==> config.mk <==
export PLATFORM = sky130hd
export DESIGN_NAME = fifo2wb_master
export DESIGN_NICKNAME = d
export VERILOG_FILES = /design/src/rtl/fifo2wb_master.sv
export SDC_FILE = /design/constraint.sdc
export NUM_CORES = 1
export LEC_CHECK = 0
export CAP_MARGIN = 20
export CORE_MARGIN = 1.5
export CORE_UTILIZATION = 50
export DETAILED_ROUTE_END_ITERATION = 10
export PLACE_DENSITY = 0.81
export SLEW_MARGIN = 30
export SYNTH_ARGS = -nofsm -noshare
export SYNTH_HDL_FRONTEND = slang
export SYNTH_SLANG_ARGS = --single-unit
==> constraint.sdc <==
create_clock -name clk -period 2.7 [get_ports clk]
set_input_delay 0.675 -clock clk [delete_from_list [all_inputs] [get_ports clk]]
set_output_delay 0.675 -clock clk [all_outputs]
set_load 0.01 [all_outputs]
==> src/rtl/fifo2wb_master.sv <==
// fifo2wb_master
// Wishbone master driven by host command words arriving over a FIFO pair.
// It pops a command frame (header, address, optional write data) from the
// command FIFO. It runs one classic single-word Wishbone access per data word.
// It pushes read data, followed by one status word per command, into the
// response FIFO.
//
// Ports
//   clk, reset_n        : system clock, asynchronous active-low reset
//   fifoin_data_i       : command FIFO Q (valid the cycle after a pop)
//   fifoin_empty_i      : command FIFO empty
//   fifoin_rd_o         : command FIFO read enable (one pulse per word)
//   fifoout_data_o      : response word
//   fifoout_wr_o        : response FIFO write enable
//   fifoout_full_i      : response FIFO full
//   wb_*                : Wishbone classic master interface
//   busy_o              : high while a command is in progress
//
// Header word: [31:28] op (1 = WRITE, 2 = READ), [27:20] CNT, N = CNT+1.
// Status word: {4'hA, op, CNT, 14'b0, st}
//   st: 00 ok, 01 bus error, 10 timeout, 11 bad opcode.
module fifo2wb_master #(
  parameter int FT_DATA_WIDTH  = 32,
  parameter int TIMEOUT_CYCLES = 255
) (
  input  logic                         clk,
  input  logic                         reset_n,
  input  logic [FT_DATA_WIDTH-1:0]     fifoin_data_i,
  input  logic                         fifoin_empty_i,
  output logic                         fifoin_rd_o,
  output logic [FT_DATA_WIDTH-1:0]     fifoout_data_o,
  output logic                         fifoout_wr_o,
  input  logic                         fifoout_full_i,
  output logic [FT_DATA_WIDTH-1:0]     wb_adr_o,
  output logic [FT_DATA_WIDTH-1:0]     wb_dat_o,
  input  logic [FT_DATA_WIDTH-1:0]     wb_dat_i,
  output logic                         wb_we_o,
  output logic                         wb_cyc_o,
  output logic                         wb_stb_o,
  output logic [FT_DATA_WIDTH/8-1:0]   wb_sel_o,
  output logic [2:0]                   wb_cti_o,
  output logic [1:0]                   wb_bte_o,
  input  logic                         wb_ack_i,
  input  logic                         wb_err_i,
  output logic                         busy_o
);

  localparam logic [3:0] OP_WRITE = 4'h1;
  localparam logic [3:0] OP_READ  = 4'h2;
  localparam logic [15:0] TMO_LAST = 16'(TIMEOUT_CYCLES - 1);

  typedef enum logic [3:0] {
    S_IDLE,
    S_HDR,
    S_HWAIT,
    S_ADDR,
    S_WFETCH,
    S_WDATA,
    S_BUS,
    S_RPUSH,
    S_NEXT,
    S_ABORT,
    S_RESP
  } state_t;

  state_t                     state_q, state_d;
  logic [3:0]                 op_q, op_d;
  logic [7:0]                 cnt_q, cnt_d;
  logic [8:0]                 rem_q, rem_d;
  logic [FT_DATA_WIDTH-1:0]   addr_q, addr_d;
  logic [FT_DATA_WIDTH-1:0]   wdata_q, wdata_d;
  logic [FT_DATA_WIDTH-1:0]   rdata_q, rdata_d;
  logic [1:0]                 st_q, st_d;
  logic [15:0]                tmo_q, tmo_d;
  logic                       cyc_q, cyc_d;
  logic                       we_q, we_d;

  function automatic logic [FT_DATA_WIDTH-1:0] status_word(
    input logic [3:0] op,
    input logic [7:0] cnt,
    input logic [1:0] st
  );
    logic [FT_DATA_WIDTH-1:0] w;
    w        = '0;
    w[31:28] = 4'hA;
    w[27:24] = op;
    w[23:16] = cnt;
    w[1:0]   = st;
    return w;
  endfunction

  always_ff @(posedge clk or negedge reset_n) begin
    if (!reset_n) begin
      state_q <= S_IDLE;
      op_q    <= '0;
      cnt_q   <= '0;
      rem_q   <= '0;
      addr_q  <= '0;
      wdata_q <= '0;
      rdata_q <= '0;
      st_q    <= '0;
      tmo_q   <= '0;
      cyc_q   <= 1'b0;
      we_q    <= 1'b0;
    end else begin
      state_q <= state_d;
      op_q    <= op_d;
      cnt_q   <= cnt_d;
      rem_q   <= rem_d;
      addr_q  <= addr_d;
      wdata_q <= wdata_d;
      rdata_q <= rdata_d;
      st_q    <= st_d;
      tmo_q   <= tmo_d;
      cyc_q   <= cyc_d;
      we_q    <= we_d;
    end
  end

  always_comb begin
    state_d        = state_q;
    op_d           = op_q;
    cnt_d          = cnt_q;
    rem_d          = rem_q;
    addr_d         = addr_q;
    wdata_d        = wdata_q;
    rdata_d        = rdata_q;
    st_d           = st_q;
    // Held at zero outside BUS, so every access starts its count from zero.
    tmo_d          = '0;
    fifoin_rd_o    = 1'b0;
    fifoout_wr_o   = 1'b0;
    fifoout_data_o = '0;

    case (state_q)
      S_IDLE: begin
        // reset_n gating keeps a held reset from silently consuming a word.
        if (!fifoin_empty_i && reset_n) begin
          fifoin_rd_o = 1'b1;
          state_d     = S_HDR;
        end
      end
      S_HDR: begin
        op_d  = fifoin_data_i[31:28];
        cnt_d = fifoin_data_i[27:20];
        rem_d = {1'b0, fifoin_data_i[27:20]} + 9'd1;
        st_d  = 2'b00;
        if (fifoin_data_i[31:28] != OP_WRITE && fifoin_data_i[31:28] != OP_READ) begin
          st_d    = 2'b11;
          state_d = S_RESP;
        end else if (!fifoin_empty_i) begin
          fifoin_rd_o = 1'b1;
          state_d     = S_ADDR;
        end else begin
          // Header is latched now; wait here for the address word.
          state_d = S_HWAIT;
        end
      end
      S_HWAIT: begin
        if (!fifoin_empty_i) begin
          fifoin_rd_o = 1'b1;
          state_d     = S_ADDR;
        end
      end
      S_ADDR: begin
        addr_d  = fifoin_data_i;
        state_d = (op_q == OP_WRITE) ? S_WFETCH : S_BUS;
      end
      S_WFETCH: begin
        if (!fifoin_empty_i) begin
          fifoin_rd_o = 1'b1;
          state_d     = S_WDATA;
        end
      end
      S_WDATA: begin
        wdata_d = fifoin_data_i;
        state_d = S_BUS;
      end
      S_BUS: begin
        // err wins over a simultaneous ack. rem drops by one so that, in
        // ABORT, it counts only the data words still sitting in the FIFO.
        if (wb_err_i) begin
          st_d    = 2'b01;
          rem_d   = rem_q - 9'd1;
          state_d = S_ABORT;
        end else if (wb_ack_i) begin
          if (op_q == OP_WRITE) begin
            state_d = S_NEXT;
          end else begin
            rdata_d = wb_dat_i;
            state_d = S_RPUSH;
          end
        end else if (tmo_q == TMO_LAST) begin
          st_d    = 2'b10;
          rem_d   = rem_q - 9'd1;
          state_d = S_ABORT;
        end else begin
          tmo_d = tmo_q + 16'd1;
        end
      end
      S_RPUSH: begin
        fifoout_data_o = rdata_q;
        if (!fifoout_full_i) begin
          fifoout_wr_o = 1'b1;
          state_d      = S_NEXT;
        end
      end
      S_NEXT: begin
        rem_d = rem_q - 9'd1;
        if (rem_q == 9'd1) begin
          state_d = S_RESP;
        end else begin
          addr_d  = addr_q + FT_DATA_WIDTH'(4);
          state_d = (op_q == OP_WRITE) ? S_WFETCH : S_BUS;
        end
      end
      S_ABORT: begin
        // Drain unfetched write data so the next header is found in place.
        if (op_q == OP_WRITE && rem_q != 9'd0) begin
          if (!fifoin_empty_i) begin
            fifoin_rd_o = 1'b1;
            rem_d       = rem_q - 9'd1;
          end
        end else begin
          state_d = S_RESP;
        end
      end
      S_RESP: begin
        fifoout_data_o = status_word(op_q, cnt_q, st_q);
        if (!fifoout_full_i) begin
          fifoout_wr_o = 1'b1;
          state_d      = S_IDLE;
        end
      end
      default: state_d = S_IDLE;
    endcase

    // cyc/stb/we are registered from the next state. They rise on entry to
    // BUS and fall on the same edge that samples ack/err/timeout.
    cyc_d = (state_d == S_BUS);
    we_d  = (state_d == S_BUS) && (op_q == OP_WRITE);
  end

  assign wb_adr_o = addr_q;
  assign wb_dat_o = wdata_q;
  assign wb_cyc_o = cyc_q;
  assign wb_stb_o = cyc_q;
  assign wb_we_o  = we_q;
  assign wb_sel_o = '1;
  assign wb_cti_o = 3'b000;
  assign wb_bte_o = 2'b00;
  assign busy_o   = (state_q != S_IDLE);

endmodule

* After elaboration in Yosys (flattened, before gate mapping) *
Index checks and enable logic that the tools add are counted.

word-level totals
  logic and storage cells = 95
  bits in registers = 141
  memories = 0
  ROM bits = 0
  latch bits = 0
  output and inout bits = 111
  memory bits (writable) = 0

operators by class
  multiply operators = 0
  equal/unequal tests = 21
  shift operators = 0
  bitwise operators = 2
  reduce and logical (&&, ||, !) cells = 17
  add/subtract/negate cells = 4
  div/mod/pow operators = 0
  order comparisons = 0
  mux-type cells = 40

operators by type and width
  operator               number
  $pmux 32 s2            2
  $mux 16                4
  $mux 4                 12
  $mux 9                 5
  $pmux 4 s11            1
  $pmux 9 s4             1
  $add 32x3->32 const B  1
  $mux 32                1
  $eq 4x3->1 const B     5
  $add 16x1->16 const B  1
  $eq 16x8->1 const B    1
  $eq 4x4->1 const B     3
  $mux 2                 5
  $add 8x1->9 const B    1
  $eq 9x1->1 const B     1
  $reduce_bool 9->1      1
  $sub 9x1->9 const B    1
  $eq 4x1->1 const B     2
  $eq 4x2->1 const B     2
  $reduce_bool 4->1      2
  $mux 1                 7
  $ne 2x2->1 const B     3
  $ne 3x3->1 const B     2
  $reduce_and 5->1       1
  13 further kinds       19

* Logic depth before layout (Yosys ltp) *
  word-level depth = 7
  mapped depth = 8
  mapped depth without buffers = 7

* Least setup slack after synthesis *
No wires, ideal clock.

  kind = reg-to-output
  start = register state_q[3]
  end = output port fifoin_rd_o
  path buffers = 1
  setup slack = 268 ps
  cell stages (with the launch flop) = 6
  data arrival time = 1757 ps
  required time = 2025 ps
  path through = dfrtp_1 -> clkbuf_1 -> or4bb_1 -> a311oi_1 -> a21oi_1 -> nor3_1

on the way
  longest elaborated chain between the ends = 3

RTL lines
  element                                   line  text
  start, declared                           66    state_t state_q, state_d;
  start signal, assigned                    106   state_q <= state_d;
  $eq 4x3->1 or $eq 4x2->1 (tied branches)  135   case (state_q)
  $reduce_or 2->1 (no line)                 -
  $pmux 1 s4 *                              135
  end, declared                             30    output logic fifoin_rd_o,

Every way passes the cells marked *; elsewhere a longest branch is shown, timed or not.

* Worst setup path in the final report *
  start = register state_q[0]
  end = output port fifoout_data_o[31]

on the way
  longest elaborated chain between the ends = 2

RTL lines
  element                                   line  text
  $eq 4x4->1 or $eq 4x3->1 (tied branches)  135
  $pmux 32 s2 *                             135
  end, declared                             31    output logic [FT_DATA_WIDTH-1:0] fifoout_data_o,

Marks and branches as above.

==> impl.org <==
** Finish
- The library cells used most frequently in the layout, excluding fill and tap cells, are dfrtp_1, clkdlybuf4s50_1, mux2_2.
- NumNets Final :: 984
- Count of inserted antenna diode cells :: 0
- Relative to the synthesized area, the layout overhead comes to 41.78%.
- Finished layout cell area :: 10250 um2
- Layout cells sized above 1 :: 22.50%
- Most common library cell in the layout ignoring fill and taps :: dfrtp_1

** Critical path
- Cell class contributing the biggest share of worst-path delay :: buffers and inverters
- Slowest stage cell, crit path :: dfrtp_1
- Largest stage delay, worst path :: 0.37 ns
- The worst setup path is launched from a register.
- Traced cell by cell, the critical path runs through buf_4, buf_8, nor4bb_4, buf_4, buf_6, buf_16, a21o_1, clkdlybuf4s15_1.
- Along the worst path, the maximum fanout reaches 9.
- The worst register-to-register path begins at state_q[0]$_DFF_PN0_.
- At the worst endpoint, the required time is 2.03 ns.
- The number of buffers and inverters on the critical path is 6.
- Launch point of the critical path :: state_q[0]$_DFF_PN0_
- Type of the worst setup path :: reg2out
- At the worst endpoint, the arrival time is 2.02 ns.
- The cell that appears most often on the critical path is buf_4.
- STA classifies the critical path endpoint as a primary output.

** Floorplan
- Initial core utilization :: 51.66%
- Measured along the y axis, the die boundary spans 123.2 um.
- IO Pins :: 181
- Die width :: 123.2 um
- The region available for standard cell placement spans 13990 um2.
- Row generation in the floorplan step produced 43 rows.
- Die ar. :: 15180 um2

** Drt
- Antenna Violating Nets Remaining :: 0
- Total vias in the final route :: 6477
- For this block, the initial DRC count from the detailed router was 553.
- Final wirelength :: 21250 um
- After detailed routing, the average wire length per cell comes to 19.32 um.
- DRC errors left :: 0
- Total iterations of the first detailed-routing run :: 8
- DR vias/cell :: 5.888

** Yosys
- Asr flop ratio synth :: 100.0%
- Number of warnings printed during yosys synthesis :: 0
- Post-Syn Area per Cell :: 10.34 um2
- After synthesis, the largest family of logic cells by area is simple AND/OR/NAND/NOR gates.
- In the synthesized netlist, the number of instances is 699.
- Yosys mapped the design onto 66 distinct sky130hd cell types.
- After Yosys synthesis, XOR and XNOR cells account for 2.424% of the synthesized area.
- Multiplexer cells account for 12.73% of the synthesized area.
- Main synth FF type :: dfrtp_1
- The synthesized netlist occupies a cell area of 7227 um2.
- Basic-gate share of the synthesized area counting and, or, nand and nor cells :: 16.45%
- The synthesized design contains 0 enable-type register cells.
- Summing the areas of all fa, ha and maj instances in the mapped netlist gives 1.212% of the synthesized area.
- Seq cells post-synth :: 141
- The synthesized netlist devotes 14.51% of its cell area to compound gates.
- Sequential cell area fraction in the yosys report :: 48.82%

** Clock tree
- TritonCTS clock tree :: built
- CTS placed an instance of clkbuf_16 at the clock tree root.
- Total CTS buffers :: 17
- For the worst-skew pair, the clock arrives at the later sink with an insertion delay of 0.42 ns.
- The clock net in this run drives a total of 141 sinks.
- In this run the number of H-tree levels came out at 4.
- Clock-pin slew was measured on the worst setup and hold paths at 0.06 ns.
- The clock passes through at most 2 buffers.

** Run
- Across the run, the number of max-cap violations was 0.

** GRT
- The first global-routing pass estimated 32970 um of wire.
- The via count of the first global-routing pass was 6274.
- Global routing consumed, over all layers together, 28.48% of the routing resources.
- Number of antenna violations at the first check in global routing :: 0
- For this run the aggregate overflow at the end of global routing stands at 0.
- Entering global routing, the biggest net connects 72 pins.

** Power and ir drop
- Leakage power summed over all cells :: 4.443 nW
- Pwr/cell area :: 1059 nW/um2
- In this run the power spent charging and discharging nets is 0.003711 W.
- The share of total power dissipated in the clock network is 24.1%.
- Worst voltage drop across the vdd grid :: 0.0006452 V
- Logic gate share of total power :: 41.6%
- Cell internal power was estimated by the tool at 0.007144 W.
- Switching Share :: 34.18%
- Overall power after layout :: 0.01085 W
- In this run, flip-flops and latches consume 34.3% of the power.

** Place
- Standard cell area after detailed placement :: 9430 um2
- Input/output buffers :: 171
- The congestion estimate from routability-driven global placement came to 0.8883.
- Estimated wirelength of the detail-placed design :: 14680 um

** STA
- In the finished design, the share of the clock period the worst path needs comes to 99.93%.
- Max-Slew Margin vs Limit :: 55.35%
- Across all hold checks on the routed design, the worst slack comes to 0.3495 ns.
- Setup violations remaining at the end of the flow were counted as 0.
- Min cycle time layout :: 2.698 ns
- Slew at the pin with the worst max-slew slack :: 0.6697 ns
- The count of final hold-check violations came to 0.
- The clock arrives with 0.009688 ns of skew.
- Achievable clock frequency :: 370.6 MHz
- Setup repair after global routing could not meet its margin everywhere.
- The final count of pins violating max slew is 0.

** Hold path
- The min-delay analysis places its worst path in the category in2async.

** Run status
- Result of the run :: complete, no violations
-- flip-flops by register name, indices dropped and copies added, names as in the netlist --
name and cells:
rem_q 9, wb_dat_o 32, op_q 4, cnt_q 8, st_q 2, state_q 4
wb_we_o 1, wb_cyc_o 1, rdata_q 32, tmo_q 16, wb_adr_o 32
-- repair_timing --
item | 4_1_cts | 5_1_grt
hold buffers | 0 | 0
setup buffers | 5 | 2
pin swaps | 3 | 6
gates resized for setup | 73 | 18
endpoints found under the setup margin | 34 | 18
gates cloned | 2 | 0
-- metal layers --
metal | global-route usage (%) | up-vias | wire length [um]
met1 | 36.21 | 3127 | 8731
met2 | 47.99 | 332 | 10280
met5 | 0 | - | 0
li1 | - | 2971 | -
met4 | 9.339 | 0 | 442
met3 | 6.827 | 47 | 1795
-- synth_stat cells (all sizes together), types with 2 or more instances --
cell     number  area share (%)
o2bb2a        4            0.55
o21ai        23             1.6
a21o          3            0.31
and4          5            0.61
o32ai         2            0.24
nor2b         5            0.43
a41oi         2            0.24
a211oi        3            0.31
o22a          4            0.48
or4           6            0.73
nor2         58             3.0
nor4b         4            0.48
and3          6            0.54
nor3b         2            0.21
nand4        13             1.1
xnor2        12             1.5
mux2         79              12
conb          2            0.10
nand3b        2            0.21
or2           4            0.35
ha            7             1.2
inv          12            0.62
o31ai         3            0.31
dfrtp       141              49
clkbuf       29             1.5
buf          19             1.6
a21oi        49             3.4
a32o          2            0.28
a311oi        2            0.24
xor2          8            0.97
mux2i         3            0.42
nor4          4            0.35
and2         17             1.5
nand2        46             2.4
a2bb2oi       6            0.73
nand3        30             2.1
a22o         14             1.7
o22ai        17             1.5
nor4bb        2            0.28
o211ai        3            0.31
a22oi         4            0.42
or3           2            0.17
a31oi        10            0.87
nor3         11            0.76
nand2b        6            0.52
-- cell type report --
type	count	area, um2
clock buffers	20	466.7
clock inverters	12	206.4
fillers	980	3742
inverters	12	45.04
multi-input cells	505	3570
flip-flops and latches	141	3528
well taps	180	225.2
repair buffers	230	2205
-- logic make-up (layout without fill, tap and decap cells) --
family | count (synthesis) | count (layout)
buf+inv | 60 | 274
compound gates | 159 | 159
other cells | 2 | 9
simple gates | 228 | 228
mux | 82 | 82
fa+ha+maj | 7 | 7
xor+xnor | 20 | 20
flops | 141 | 141
-- final timing paths --
path,to,slack (ns),cells after the start
min,tmo_q[11]$_DFF_PN0_,0.35,2
max reg2reg,wb_we_o$_DFF_PN0_,0.17,8
min reg2reg,rdata_q[9]$_DFFE_PN0P_,0.49,1
max,fifoout_data_o[31],0.002,8
min in group clk,rdata_q[9]$_DFFE_PN0P_,0.49,1
max in group asynchronous,wb_adr_o[29]$_DFFE_PN0P_,1.26,3
-- power groups by stage --
stage,Sequential [W],Combinational [W],Clock (W)
after global routing,0.00384,0.00486,0.00275
after global placement,0.00366,0.00422,0
after CTS,0.00371,0.00443,0.00266
after detailed placement,0.00373,0.00433,0
final,0.00373,0.00451,0.00261
after floorplan,0.00378,0.00212,0
-- per-stage QoR --
step / setup TNS [ns] / std cells / setup WS (ns) / util [%]
after detailed placement: -0.6266 / 1059 / -0.6266 / 67.42
after floorplan: 0 / 706 / 0.2676 / -
final: 0 / 1100 / 0.001967 / 73.25
after CTS: -0.1703 / 1098 / -0.1703 / 72.80
after global placement: -0.5891 / 1059 / -0.5891 / 67.42
after global routing: -0.7363 / 1100 / -0.09804 / 73.25
Note: power is estimated with default switching activity, not from simulation.
